File: src/rtl/voice_allocator_if.sv
// Sequencer-to-allocator note handshake plus the per-player strobe/slot bus.
// The sequencer (master) drives note_valid/note_in/duration_in/flush/note_done; the allocator (slave) drives the rest.
interface voice_allocator_if #(
  parameter int NUM_VOICES = 3,
  parameter int DEPTH      = 4
);
  localparam int CNT_W = $clog2(DEPTH) + 1;

  // Handshake: an entry transfers on a rising clk edge where note_valid && note_ready && !flush.
  logic                    note_valid;
  logic [5:0]              note_in;
  logic [5:0]              duration_in;
  logic                    note_ready;
  logic                    flush;
  logic [NUM_VOICES-1:0]   note_done;
  logic [NUM_VOICES-1:0]   new_note;
  logic [6*NUM_VOICES-1:0] voice_note;
  logic [6*NUM_VOICES-1:0] voice_duration;
  logic [NUM_VOICES-1:0]   voice_busy;
  logic [CNT_W-1:0]        pending;
  logic                    idle;

  modport master (
    output note_valid, note_in, duration_in, flush, note_done,
    input  note_ready, new_note, voice_note, voice_duration, voice_busy, pending, idle
  );

  modport slave (
    input  note_valid, note_in, duration_in, flush, note_done,
    output note_ready, new_note, voice_note, voice_duration, voice_busy, pending, idle
  );
endinterface

File: src/rtl/voice_allocator.sv
// Pending-note FIFO feeding a pool of note players, lowest-index free voice first.
// Rests are popped without touching any voice; a blocked head note stalls the queue in order.
module voice_allocator #(
  parameter int NUM_VOICES = 3,
  parameter int DEPTH      = 4
) (
  input  logic             clk,
  input  logic             reset,
  voice_allocator_if.slave bus
);
  localparam int PTR_W = $clog2(DEPTH);
  localparam int CNT_W = PTR_W + 1;
  localparam int VW    = 6 * NUM_VOICES;
  localparam logic [CNT_W-1:0] FULL = CNT_W'(DEPTH);

  logic [11:0]           r_mem [DEPTH];
  logic [PTR_W-1:0]      r_wr_ptr;
  logic [PTR_W-1:0]      r_rd_ptr;
  logic [CNT_W-1:0]      r_count;
  logic [NUM_VOICES-1:0] r_busy;
  logic [NUM_VOICES-1:0] r_new_note;
  logic [VW-1:0]         r_voice_note;
  logic [VW-1:0]         r_voice_dur;

  logic                  w_ready;
  logic                  w_push;
  logic                  w_pop;
  logic                  w_dispatch;
  logic [11:0]           w_head;
  logic [NUM_VOICES-1:0] w_sel_oh;
  logic                  w_any_free;

  // Priority pick: the first free voice from index 0 upward wins.
  always_comb begin
    w_sel_oh   = '0;
    w_any_free = 1'b0;
    for (int i = 0; i < NUM_VOICES; i++) begin
      if (!r_busy[i] && !w_any_free) begin
        w_sel_oh[i] = 1'b1;
        w_any_free  = 1'b1;
      end
    end
  end

  assign w_head     = r_mem[r_rd_ptr];
  assign w_ready    = (r_count != FULL);
  assign w_push     = bus.note_valid & w_ready & ~bus.flush;
  assign w_pop      = (r_count != '0) & ~bus.flush & ((w_head[11:6] == 6'd0) | w_any_free);
  assign w_dispatch = w_pop & (w_head[11:6] != 6'd0);

  always_ff @(posedge clk or negedge reset) begin
    if (!reset) begin
      r_wr_ptr <= '0;
      r_rd_ptr <= '0;
      r_count  <= '0;
      for (int i = 0; i < DEPTH; i++) r_mem[i] <= '0;
    end else if (bus.flush) begin
      r_wr_ptr <= '0;
      r_rd_ptr <= '0;
      r_count  <= '0;
    end else begin
      if (w_push) begin
        r_mem[r_wr_ptr] <= {bus.note_in, bus.duration_in};
        r_wr_ptr        <= r_wr_ptr + 1'b1;
      end
      if (w_pop) r_rd_ptr <= r_rd_ptr + 1'b1;
      if (w_push && !w_pop)      r_count <= r_count + 1'b1;
      else if (!w_push && w_pop) r_count <= r_count - 1'b1;
    end
  end

  // A voice cleared by note_done this edge is not yet visible to the picker, so set/clear never overlap.
  always_ff @(posedge clk or negedge reset) begin
    if (!reset) begin
      r_busy       <= '0;
      r_new_note   <= '0;
      r_voice_note <= '0;
      r_voice_dur  <= '0;
    end else begin
      r_busy     <= (r_busy & ~bus.note_done) | (w_dispatch ? w_sel_oh : '0);
      r_new_note <= w_dispatch ? w_sel_oh : '0;
      for (int i = 0; i < NUM_VOICES; i++) begin
        if (w_dispatch && w_sel_oh[i]) begin
          r_voice_note[6*i +: 6] <= w_head[11:6];
          r_voice_dur[6*i +: 6]  <= w_head[5:0];
        end
      end
    end
  end

  assign bus.note_ready     = w_ready;
  assign bus.new_note       = r_new_note;
  assign bus.voice_note     = r_voice_note;
  assign bus.voice_duration = r_voice_dur;
  assign bus.voice_busy     = r_busy;
  assign bus.pending        = r_count;
  assign bus.idle           = (r_count == '0) && (r_busy == '0);
endmodule

File: src/flat_wrapper.sv
// flat-port wrapper written by rule: the top's interface ports become plain ports
module voice_allocator_flat 
#(
  parameter int NUM_VOICES = 3,
  parameter int DEPTH      = 4
)
  (clk, reset, bus_note_valid, bus_note_in, bus_duration_in, bus_flush, bus_note_done, bus_note_ready, bus_new_note, bus_voice_note, bus_voice_duration, bus_voice_busy, bus_pending, bus_idle);
  voice_allocator_if #(.NUM_VOICES(NUM_VOICES), .DEPTH(DEPTH)) bus_i ();
  input  logic clk;
  input  logic reset;
  input wire logic [$bits(bus_i.note_valid)-1:0] bus_note_valid;
  input wire logic [$bits(bus_i.note_in)-1:0] bus_note_in;
  input wire logic [$bits(bus_i.duration_in)-1:0] bus_duration_in;
  input wire logic [$bits(bus_i.flush)-1:0] bus_flush;
  input wire logic [$bits(bus_i.note_done)-1:0] bus_note_done;
  output wire logic [$bits(bus_i.note_ready)-1:0] bus_note_ready;
  output wire logic [$bits(bus_i.new_note)-1:0] bus_new_note;
  output wire logic [$bits(bus_i.voice_note)-1:0] bus_voice_note;
  output wire logic [$bits(bus_i.voice_duration)-1:0] bus_voice_duration;
  output wire logic [$bits(bus_i.voice_busy)-1:0] bus_voice_busy;
  output wire logic [$bits(bus_i.pending)-1:0] bus_pending;
  output wire logic [$bits(bus_i.idle)-1:0] bus_idle;
  assign bus_i.note_valid = bus_note_valid;
  assign bus_i.note_in = bus_note_in;
  assign bus_i.duration_in = bus_duration_in;
  assign bus_i.flush = bus_flush;
  assign bus_i.note_done = bus_note_done;
  assign bus_note_ready = bus_i.note_ready;
  assign bus_new_note = bus_i.new_note;
  assign bus_voice_note = bus_i.voice_note;
  assign bus_voice_duration = bus_i.voice_duration;
  assign bus_voice_busy = bus_i.voice_busy;
  assign bus_pending = bus_i.pending;
  assign bus_idle = bus_i.idle;
  voice_allocator #(.NUM_VOICES(NUM_VOICES), .DEPTH(DEPTH)) u_core (.clk(clk), .reset(reset), .bus(bus_i));
endmodule
File: config.mk
export PLATFORM = sky130hd
export DESIGN_NAME = voice_allocator_flat
export DESIGN_NICKNAME = d
export VERILOG_FILES = /design/src/rtl/voice_allocator_if.sv /design/src/rtl/voice_allocator.sv /design/src/flat_wrapper.sv
export SDC_FILE = /design/constraint.sdc
export NUM_CORES = 1
export LEC_CHECK = 0
export BUFFER_PORTS_ARGS = -buffer_cell sky130_fd_sc_hd__buf_4
export CAP_MARGIN = 5
export CORE_MARGIN = 3
export CORE_UTILIZATION = 45
export CTS_CLUSTER_DIAMETER = 150
export DETAILED_ROUTE_END_ITERATION = 8
export GPL_ROUTABILITY_DRIVEN = 0
export PLACE_DENSITY = 0.66
export SLEW_MARGIN = 20
export SYNTH_ARGS = -nofsm -noshare
export SYNTH_HDL_FRONTEND = slang
export SYNTH_SLANG_ARGS = --single-unit
File: constraint.sdc
create_clock -name clk -period 3.5 [get_ports clk]
set_input_delay 1.05 -clock clk [delete_from_list [all_inputs] [get_ports clk]]
set_output_delay 1.05 -clock clk [all_outputs]
set_load 0.01 [all_outputs]
==> results.json, run 1 <==
{
  "yosys.area.top_type": "dfrtp_1",
  "synth_nets": 290,
  "core_area_mm2": 0.00928,
  "drv_cap": 0,
  "grt_pass1_vias": 2553,
  "wl_per_cell_um": 17.0,
  "cts.path.max_buffers": 2,
  "routed_wl_um": 7980,
  "setup_viol": 0,
  "yosysWarnings": 0,
  "worst_pin_slew_ns": 0.889,
  "synth_top_area_share_pct": 56.4,
  "track_usage_pct": 15.6,
  "synth-main-ff-cell": "dfrtp_1",
  "crit_path_start": "u_core.r_rd_ptr[0]",
  "arrival_ns": 3.24,
  "ys_ff_latch": 97,
  "fp.dieH_um": 104,
  "dp.cells": 454,
  "core.rowCount": 35,
  "fin_nets": 360,
  "start_util_pct": 46.3,
  "synth_edf_count": 0,
  "antenna_left": 0,
  "finClkSkew_ns": 0.0104,
  "synth.mux.area_fraction_pct": 31.9,
  "clock-root-buffer": "clkbuf_8",
  "ys_types": 36,
  "rsz0062_at_grt": "false",
  "syn_to_final_growth_pct": 20.2,
  "vias": 2447,
  "yosys-top-cells-area": "dfrtp_1 (56%), mux2_2 (16%), mux2_4 (8.7%)",
  "hp-class": "reg -> reg",
  "ys_seq_area_share_pct": 56.4,
  "p_leak_nw": 2.44,
  "synthAdderAreaFrac_pct": 1.63,
  "final_cells": 470,
  "maxSlewViolCount": 0,
  "holdWs_ns": 0.503,
  "cts_tree": "done",
  "fp.dieW_um": 104,
  "nFillCells": 763,
  "yosysMostFrequentCell": "dfrtp_1",
  "antenna_found_initial": 0,
  "synth_compound_area_share_pct": 1.95,
  "setup_tns_ns": 0,
  "cts-htree-levels": 3,
  "avgSynthCellArea_um2": 16.2,
  "cts_made_buffers": 9,
  "grt_pass1_wl_um": 13300,
  "yosys.area_share.simple_pct": 4.89,
  "max_freq_ghz": 0.333,
  "startpoint_type": "flip-flop",
  "cts_setup_buffers": 0,
  "ios": 66,
  "timing.final.crit_period_ns": 3.00,
  "r2r-start": "u_core.r_rd_ptr[0]",
  "cts.clk_slew.worst_paths_ns": 0.09,
  "hold_buffers": 0,
  "grt_max_degree": 52,
  "drtPass1Iterations": 4,
  "slew_headroom_pct": 40.7,
  "ctsResizeCount": 0,
  "ff_latch_area_mm2": 0.00243,
  "multi_input_area_mm2": 0.00175,
  "drive_above_1_share_pct": 54.5,
  "syn-cell-area_mm2": 0.00430,
  "drt-initial-drc-count": 79,
  "synthCells": 266,
  "vias_per_cell": 5.21,
  "ys_async_sr_fraction_pct": 100,
  "fin_area_mm2": 0.00517,
  "ir_drop_v": 0.000323,
  "yosys-top-cells-count": "dfrtp_1 (97), mux2_2 (61), mux2_4 (25), inv_1 (8), nor2_1 (8)",
  "place_area_mm2": 0.00491,
  "port_buffers": 65,
  "synth_top_family_by_area": "multiplexers",
  "insertion_delay_ns": 0.36,
  "clock_sinks": 97,
  "drc": 0,
  "path_max_fanout": 8,
  "finalHoldViolCount": 0,
  "period_share_pct": 85.7,
  "hp-start": "u_core.r_mem[25]",
  "diodes": 0,
  "worstSetupPathType": "reg -> reg",
  "synth-xor-area-share_pct": 0.407,
  "cp.required_ns": 3.74,
  "dieArea_mm2": 0.0108,
  "status": "completed",
  "dpl.hpwl_um": 5610,
  "powerDensity_mw_per_mm2": 914,
  "crit_path_end_kind": "flip-flop",
  "grt.overflow.total": 0
}
[stage by stage]
stage | utilization [%] | setup slack [ns] | total power, mW
floorplan | - | 0.918 | 3.16
global placement | 52.9 | 0.581 | 3.82
detailed placement | 52.9 | 0.490 | 3.87
CTS | 55.7 | 0.461 | 4.77
global route | 55.7 | 0.322 | 5.02
finish | 55.7 | 0.501 | 4.73
[power breakdown]
group | internal, mW | switching [mW]
Sequential | 1.62 | 0.313
Clock | 0.533 | 0.375
Combinational | 1.13 | 0.757
[state kept, by name (all words and copies together) (netlist names)]
signal / cells
u_core.bus.new_note: 3
u_core.bus.pending: 3
u_core.bus.voice_busy: 3
u_core.r_mem: 48
u_core.r_rd_ptr: 2
u_core.r_wr_ptr: 2
u_core.bus.voice_duration: 18
u_core.bus.voice_note: 18
[layout make-up]
class	instances	area share, %
flip-flops and latches	97	46.9
well taps	129	3.12
inverters	8	0.581
multi-input cells	150	33.9
clock buffers	12	3.19
repair buffers	70	10.4
clock inverters	4	1.89
[logic make-up (layout without fill, tap and decap cells)]
logic type,count (synthesis),in the layout
multiplexers,100,100
flip-flops,97,97
AND/OR/NAND/NOR,32,32
buffers and inverters,19,94
AO/OA/AOI/OAI,11,11
adder cells (fa/ha/maj),5,5
XOR/XNOR,2,2
[worst max-delay path, cell delays in order (launching register included)]
cell and delay [ns]:
dfrtp_1 0.63, mux4_2 0.63, nor4_4 0.37, a22oi_2 0.17, and2_1 0.19, fa_1 0.41, nor3b_1 0.16, o41ai_1 0.33
[cells in the final DEF (no fill, tap or decap)]
cell / Yosys / layout
dfrtp_1: 97 / 97
buf_4: 2 / 69
mux2_2: 61 / 61
mux2_4: 25 / 25
clkbuf_8: 0 / 12
inv_1: 8 / 8
nor2_1: 8 / 8
mux4_2: 7 / 7
nand2_1: 7 / 7
mux4_1: 5 / 5
a21oi_1: 4 / 4
ha_1: 4 / 4
nor4b_1: 3 / 3
bufinv_16: 0 / 3
a21o_1: 2 / 2
mux2i_1: 2 / 2
nand3_1: 2 / 2
or3_1: 2 / 2
o21ai_0: 2 / 2
xnor2_1: 2 / 2
or3b_2: 1 / 1
nor4_4: 1 / 1
nor3_1: 1 / 1
a211o_4: 1 / 1
nor3b_4: 1 / 1
nor2_2: 1 / 1
nor4_1: 1 / 1
a22oi_2: 1 / 1
and2_1: 1 / 1
nor3_4: 1 / 1
nor3b_1: 1 / 1
and3b_1: 1 / 1
o41ai_1: 1 / 1
fa_1: 1 / 1
clkinvlp_4: 0 / 1
buf_12: 1 / 1
[worst paths after layout]
kind / slack (ns) / to / cells after the start
worst max-delay path: 0.50 / u_core.bus.pending[2] / 7
worst min-delay path: 0.50 / u_core.r_mem[25] / 1
worst max register to register: 0.50 / u_core.bus.pending[2] / 7
worst min register to register: 0.50 / u_core.r_mem[25] / 1
max in group asynchronous: 2.15 / u_core.r_mem[7] / 2
min in group asynchronous: 0.68 / u_core.bus.voice_duration[15] / 1
[metal layers]
| metal | global-route usage [%] | share of wire [%] |
|---|---|---|
| met5 | 0 | 0 |
| met4 | 5.13 | 1.5 |
| met3 | 4.67 | 5.6 |
| met2 | 23.6 | 46 |
| met1 | 21.6 | 47 |
No activity file was read; power rests on OpenSTA's default activity.
==> inputs of run 2 (changes only) <==
Settings changed: BUFFER_PORTS_ARGS -buffer_cell sky130_fd_sc_hd__buf_4 to -buffer_cell sky130_fd_sc_hd__buf_2.
==> run 2 against run 1 <==
Compared with the run above: cell count unchanged; first-iteration DRC count increased by 3.8%; register-to-register slack improved by 0.06 ns; fmax increased by 0.77%; combinational power decreased by 7%; sequential share of layout area increased by 1.5 points; non-clock buffer count unchanged; cell area decreased by 3.1%; largest cell class unchanged.
==> results.json, run 2 (synthesis gave the netlist of run 1 again) <==
{
  "status": "completed",
  "cts.clk_slew.worst_paths_ns": 0.09,
  "cts.path.max_buffers": 2,
  "diodes": 0,
  "p_leak_nw": 2.40,
  "finalHoldViolCount": 0,
  "start_util_pct": 46.3,
  "cp.required_ns": 2.45,
  "final_common_cell": "dfrtp_1",
  "grt_pass1_wl_um": 13400,
  "path_max_fanout": 6,
  "fp.dieW_um": 104,
  "powerDensity_mw_per_mm2": 917,
  "period_share_pct": 85.0,
  "r2r_slack_ns": 0.56,
  "finClkSkew_ns": 0.00972,
  "crit_end": "bus_idle",
  "top_register": "u_core.r_mem",
  "nFillCells": 764,
  "hp-class": "reg -> reg",
  "ff_latch_area_mm2": 0.00243,
  "ir_drop_v": 0.000263,
  "drive_above_1_share_pct": 54.5,
  "clock_sinks": 97,
  "routed_wl_um": 8100,
  "hold_depth": 1,
  "vias_per_cell": 5.19,
  "ios": 66,
  "cts-htree-levels": 3,
  "cts_tree": "done",
  "antenna_left": 0,
  "largest_reg_flops": 48,
  "insertion_delay_ns": 0.36,
  "drtPass1Iterations": 4,
  "hold_buffers": 0,
  "arrival_ns": 1.93,
  "core_area_mm2": 0.00928,
  "drv_cap": 0,
  "antenna_found_initial": 1,
  "cts_setup_buffers": 0,
  "fin_nets": 360,
  "grt_pass1_vias": 2496,
  "cts_made_buffers": 9,
  "fp.dieH_um": 104,
  "drc": 0,
  "max_freq_ghz": 0.336,
  "r2r-start": "u_core.r_rd_ptr[0]",
  "slew_headroom_pct": 44.7,
  "vias": 2439,
  "reg2reg_depth": 8,
  "startpoint_type": "flip-flop",
  "syn_to_final_growth_pct": 16.5,
  "setup_viol": 0,
  "core.rowCount": 35,
  "wl_per_cell_um": 17.2,
  "place_area_mm2": 0.00475,
  "worstSetupPathType": "reg -> out",
  "clock-root-buffer": "clkbuf_8",
  "grt.overflow.total": 0,
  "setup_tns_ns": 0,
  "timing.final.crit_period_ns": 2.98,
  "maxSlewViolCount": 0,
  "track_usage_pct": 15.9,
  "layout_common_cells": "dfrtp_1 (97), buf_2 (64), mux2_2 (61), mux2_4 (25), clkbuf_8 (12)",
  "crit_path_end_kind": "output port",
  "port_buffers": 65,
  "crit_path_start": "u_core.bus.pending[0]",
  "multi_input_area_mm2": 0.00175,
  "dieArea_mm2": 0.0108,
  "ctsResizeCount": 0,
  "dpl.hpwl_um": 5710,
  "r2r-end": "u_core.bus.pending[2]",
  "drt-initial-drc-count": 82,
  "fin_area_mm2": 0.00501,
  "grt_max_degree": 58,
  "worst_pin_slew_ns": 0.827,
  "rsz0062_at_grt": "false"
}
## run 2: cell counts in the layout (fill, tap and decap cells not counted)
No cell type changed its count.
## run 2: power by group
group          internal [mW]  total, mW  switching [mW]
clock                  0.533      0.912           0.379
combinational          0.993       1.76           0.767
sequential              1.62       1.93           0.304
total                   3.15       4.60            1.45
## run 2: worst min-delay path by stage
stage | from | to | slack [ns]
finish | u_core.r_mem[28] | u_core.r_mem[28] | 0.50
global route | u_core.r_mem[26] | u_core.r_mem[26] | 0.52
CTS | u_core.r_mem[28] | u_core.r_mem[28] | 0.51
detailed placement | u_core.r_mem[25] | u_core.r_mem[25] | 0.49
global placement | u_core.r_mem[4] | u_core.r_mem[4] | 0.48
floorplan | u_core.r_mem[26] | u_core.r_mem[26] | 0.47
## run 2: routing by layer
layer	vias up	GRT usage, %	wire length (µm)	share of wire (%)
li1	1108	-	-	-
met1	1258	21.9	3860	48
met2	58	24.3	3710	46
met3	13	4.36	378	4.7
met4	2	6.27	142	1.8
met5	-	0	7	0.086
## run 2: worst max-delay path: stages, from the launching register on
cell and delay (ns):
dfrtp_1 0.43, nor3_1 0.65, nor4b_1 0.30, buf_2 0.18
## run 2: layout make-up
class | count | share of cell area [%]
Tap cell | 129 | 3.22
Multi-Input combinational cell | 150 | 35.0
Clock buffer | 12 | 3.30
Clock inverter | 4 | 1.95
Inverter | 8 | 0.599
Timing Repair Buffer | 70 | 7.54
Sequential cell | 97 | 48.4
## run 2: through the flow
| stage | std cells | hold slack [ns] | power (mW) | utilization, % | setup WS, ns |
|---|---|---|---|---|---|
| 4_1_cts | 470 | 0.509 | 4.65 | 54.0 | 0.521 |
| 6_report | 470 | 0.504 | 4.60 | 54.0 | 0.524 |
| 3_5_place_dp | 454 | 0.489 | 3.73 | 51.2 | 0.551 |
| 5_1_grt | 470 | 0.525 | 4.87 | 54.0 | 0.305 |
| 2_1_floorplan | 266 | 0.470 | 3.16 | - | 0.918 |
| 3_3_place_gp | 454 | 0.478 | 3.66 | 51.2 | 0.588 |
==> inputs of run 3 (changes only) <==
Settings changed: BUFFER_PORTS_ARGS -buffer_cell sky130_fd_sc_hd__buf_2 to unset, DONT_BUFFER_PORTS set to 1, PLACE_DENSITY 0.66 to unset, SLEW_MARGIN 20 to 10.
==> run 3 against run 2 <==
Compared with the run above: worst hold slack lost 0.13 ns; combinational power is 24% lower; critical path type unchanged; flip-flop and latch count is the same; clock power decreased by 2%; count of clock-buffer cells in the layout unchanged; utilization fell by 3.9 points; sequential share of layout area grew 3.8 points; critical path depth down 1; cell area is 7.3% lower; largest power group unchanged.
==> results.json, run 3 (synthesis gave the netlist of run 1 again) <==
{
  "fin_nets": 293,
  "dpl.hpwl_um": 5490,
  "finalHoldViolCount": 0,
  "arrival_ns": 2.03,
  "antenna_left": 0,
  "fp.dieH_um": 104,
  "cts_tree": "done",
  "port_buffers": 0,
  "ir_drop_v": 0.000278,
  "pwr-share-clk_pct": 20.8,
  "ios": 66,
  "grt_pass1_vias": 2308,
  "top_register": "u_core.r_mem",
  "dieArea_mm2": 0.0108,
  "p_int_mw": 2.95,
  "setup_tns_ns": 0,
  "power_switching_mw": 1.36,
  "track_usage_pct": 15.3,
  "worstSetupPathType": "reg -> out",
  "routed_wl_um": 7910,
  "startpoint_type": "flip-flop",
  "final_common_cell": "dfrtp_1",
  "seq_power_share_pct": 48.5,
  "max_freq_ghz": 0.324,
  "cts.path.max_buffers": 2,
  "slew_headroom_pct": 35.4,
  "path_max_fanout": 6,
  "switching_share_pct": 31.6,
  "setup_viol": 0,
  "timing.final.crit_period_ns": 3.08,
  "clock_sinks": 97,
  "diodes": 0,
  "drc": 0,
  "finClkSkew_ns": 0.00841,
  "reg2reg_depth": 7,
  "period_share_pct": 88.1,
  "crit_path_end_kind": "output port",
  "cp.required_ns": 2.45,
  "maxSlewViolCount": 0,
  "cts-htree-levels": 3,
  "rsz0062_at_grt": "false",
  "p_leak_nw": 2.10,
  "multi_input_area_mm2": 0.00175,
  "cts_made_buffers": 9,
  "core.rowCount": 35,
  "grt_max_degree": 98,
  "hold_buffers": 0,
  "syn_to_final_growth_pct": 8.03,
  "status": "completed",
  "worst_pin_slew_ns": 0.968,
  "layout_common_cells": "dfrtp_1 (97), mux2_2 (61), mux2_4 (25), clkbuf_8 (11)",
  "pwr-share-comb_pct": 30.7,
  "grt_pass1_wl_um": 12800,
  "wl_per_cell_um": 19.6,
  "vias": 2198,
  "ctsResizeCount": 0,
  "clock-root-buffer": "clkbuf_8",
  "antenna_found_initial": 0,
  "ff_latch_area_mm2": 0.00243,
  "drtPass1Iterations": 4,
  "drv_cap": 0,
  "core_area_mm2": 0.00928,
  "powerDensity_mw_per_mm2": 928,
  "grt.overflow.total": 0,
  "holdWs_ns": 0.377,
  "cts_setup_buffers": 0,
  "drt-initial-drc-count": 66,
  "hp-class": "in -> async",
  "drive_above_1_share_pct": 43.1,
  "vias_per_cell": 5.45,
  "fp.dieW_um": 104,
  "nFillCells": 805,
  "cts.clk_slew.worst_paths_ns": 0.09,
  "largest_reg_flops": 48,
  "insertion_delay_ns": 0.35,
  "start_util_pct": 46.3
}
==> run 3: cell count changes in the layout (fill, tap and decap cells not counted), sizes merged <==
cell      previous run  this run
buf                 70         3
clkinv               0         1
clkinvlp             1         0
==> run 3: metrics by stage <==
stage / cells / worst slack [ns] / instance area (µm²) / util (%) / total power [mW]
2_1_floorplan: 266 / 0.918 / 4300 / - / 3.16
3_3_place_gp: 387 / 0.495 / 4390 / 47.3 / 3.42
3_5_place_dp: 387 / 0.405 / 4390 / 47.3 / 3.47
4_1_cts: 403 / 0.368 / 4650 / 50.1 / 4.36
5_1_grt: 403 / 0.237 / 4650 / 50.1 / 4.56
6_report: 403 / 0.415 / 4650 / 50.1 / 4.32
==> run 3: power by group through the flow <==
stage                     Combinational, mW  Clock [mW]  Sequential, mW
after floorplan                        1.19           0            1.97
after global placement                 1.29           0            2.12
after detailed placement               1.34           0            2.13
after CTS                              1.34       0.918            2.10
after global routing                   1.44       0.960            2.16
final                                  1.33       0.898            2.09
==> run 3: layer usage <==
metal / track usage, % / wire length (µm) / up-vias
met1: 20.1 / 3660 / 1149
met4: 6.27 / 127 / 0
met3: 4.61 / 482 / 12
li1: - / - / 980
met2: 23.9 / 3630 / 57
met5: 0 / 0 / -
==> run 3: critical path: stages (launching register included) <==
cell     delay (ns)
dfrtp_1        0.47
nor3_1         0.65
nor4b_1        0.56
==> run 3: path summary, 6_finish.rpt <==
kind	startpoint	end	slack, ns
max	u_core.bus.pending[0]	bus_idle	0.42
min	reset	u_core.bus.voice_duration[8]	0.38
max reg2reg	u_core.r_rd_ptr[0]	u_core.bus.pending[2]	0.44
min reg2reg	u_core.r_mem[26]	u_core.r_mem[26]	0.51
max in group asynchronous	reset	u_core.r_mem[32]	2.97
min in group clk	u_core.r_mem[26]	u_core.r_mem[26]	0.51
==> run 3: layout make-up <==
cell class / instances / share of cell area [%]
clock inverters: 4 / 2.13
multi-input cells: 150 / 37.7
well taps: 129 / 3.47
inverters: 8 / 0.646
clock buffers: 12 / 3.34
repair buffers: 3 / 0.485
flip-flops and latches: 97 / 52.2
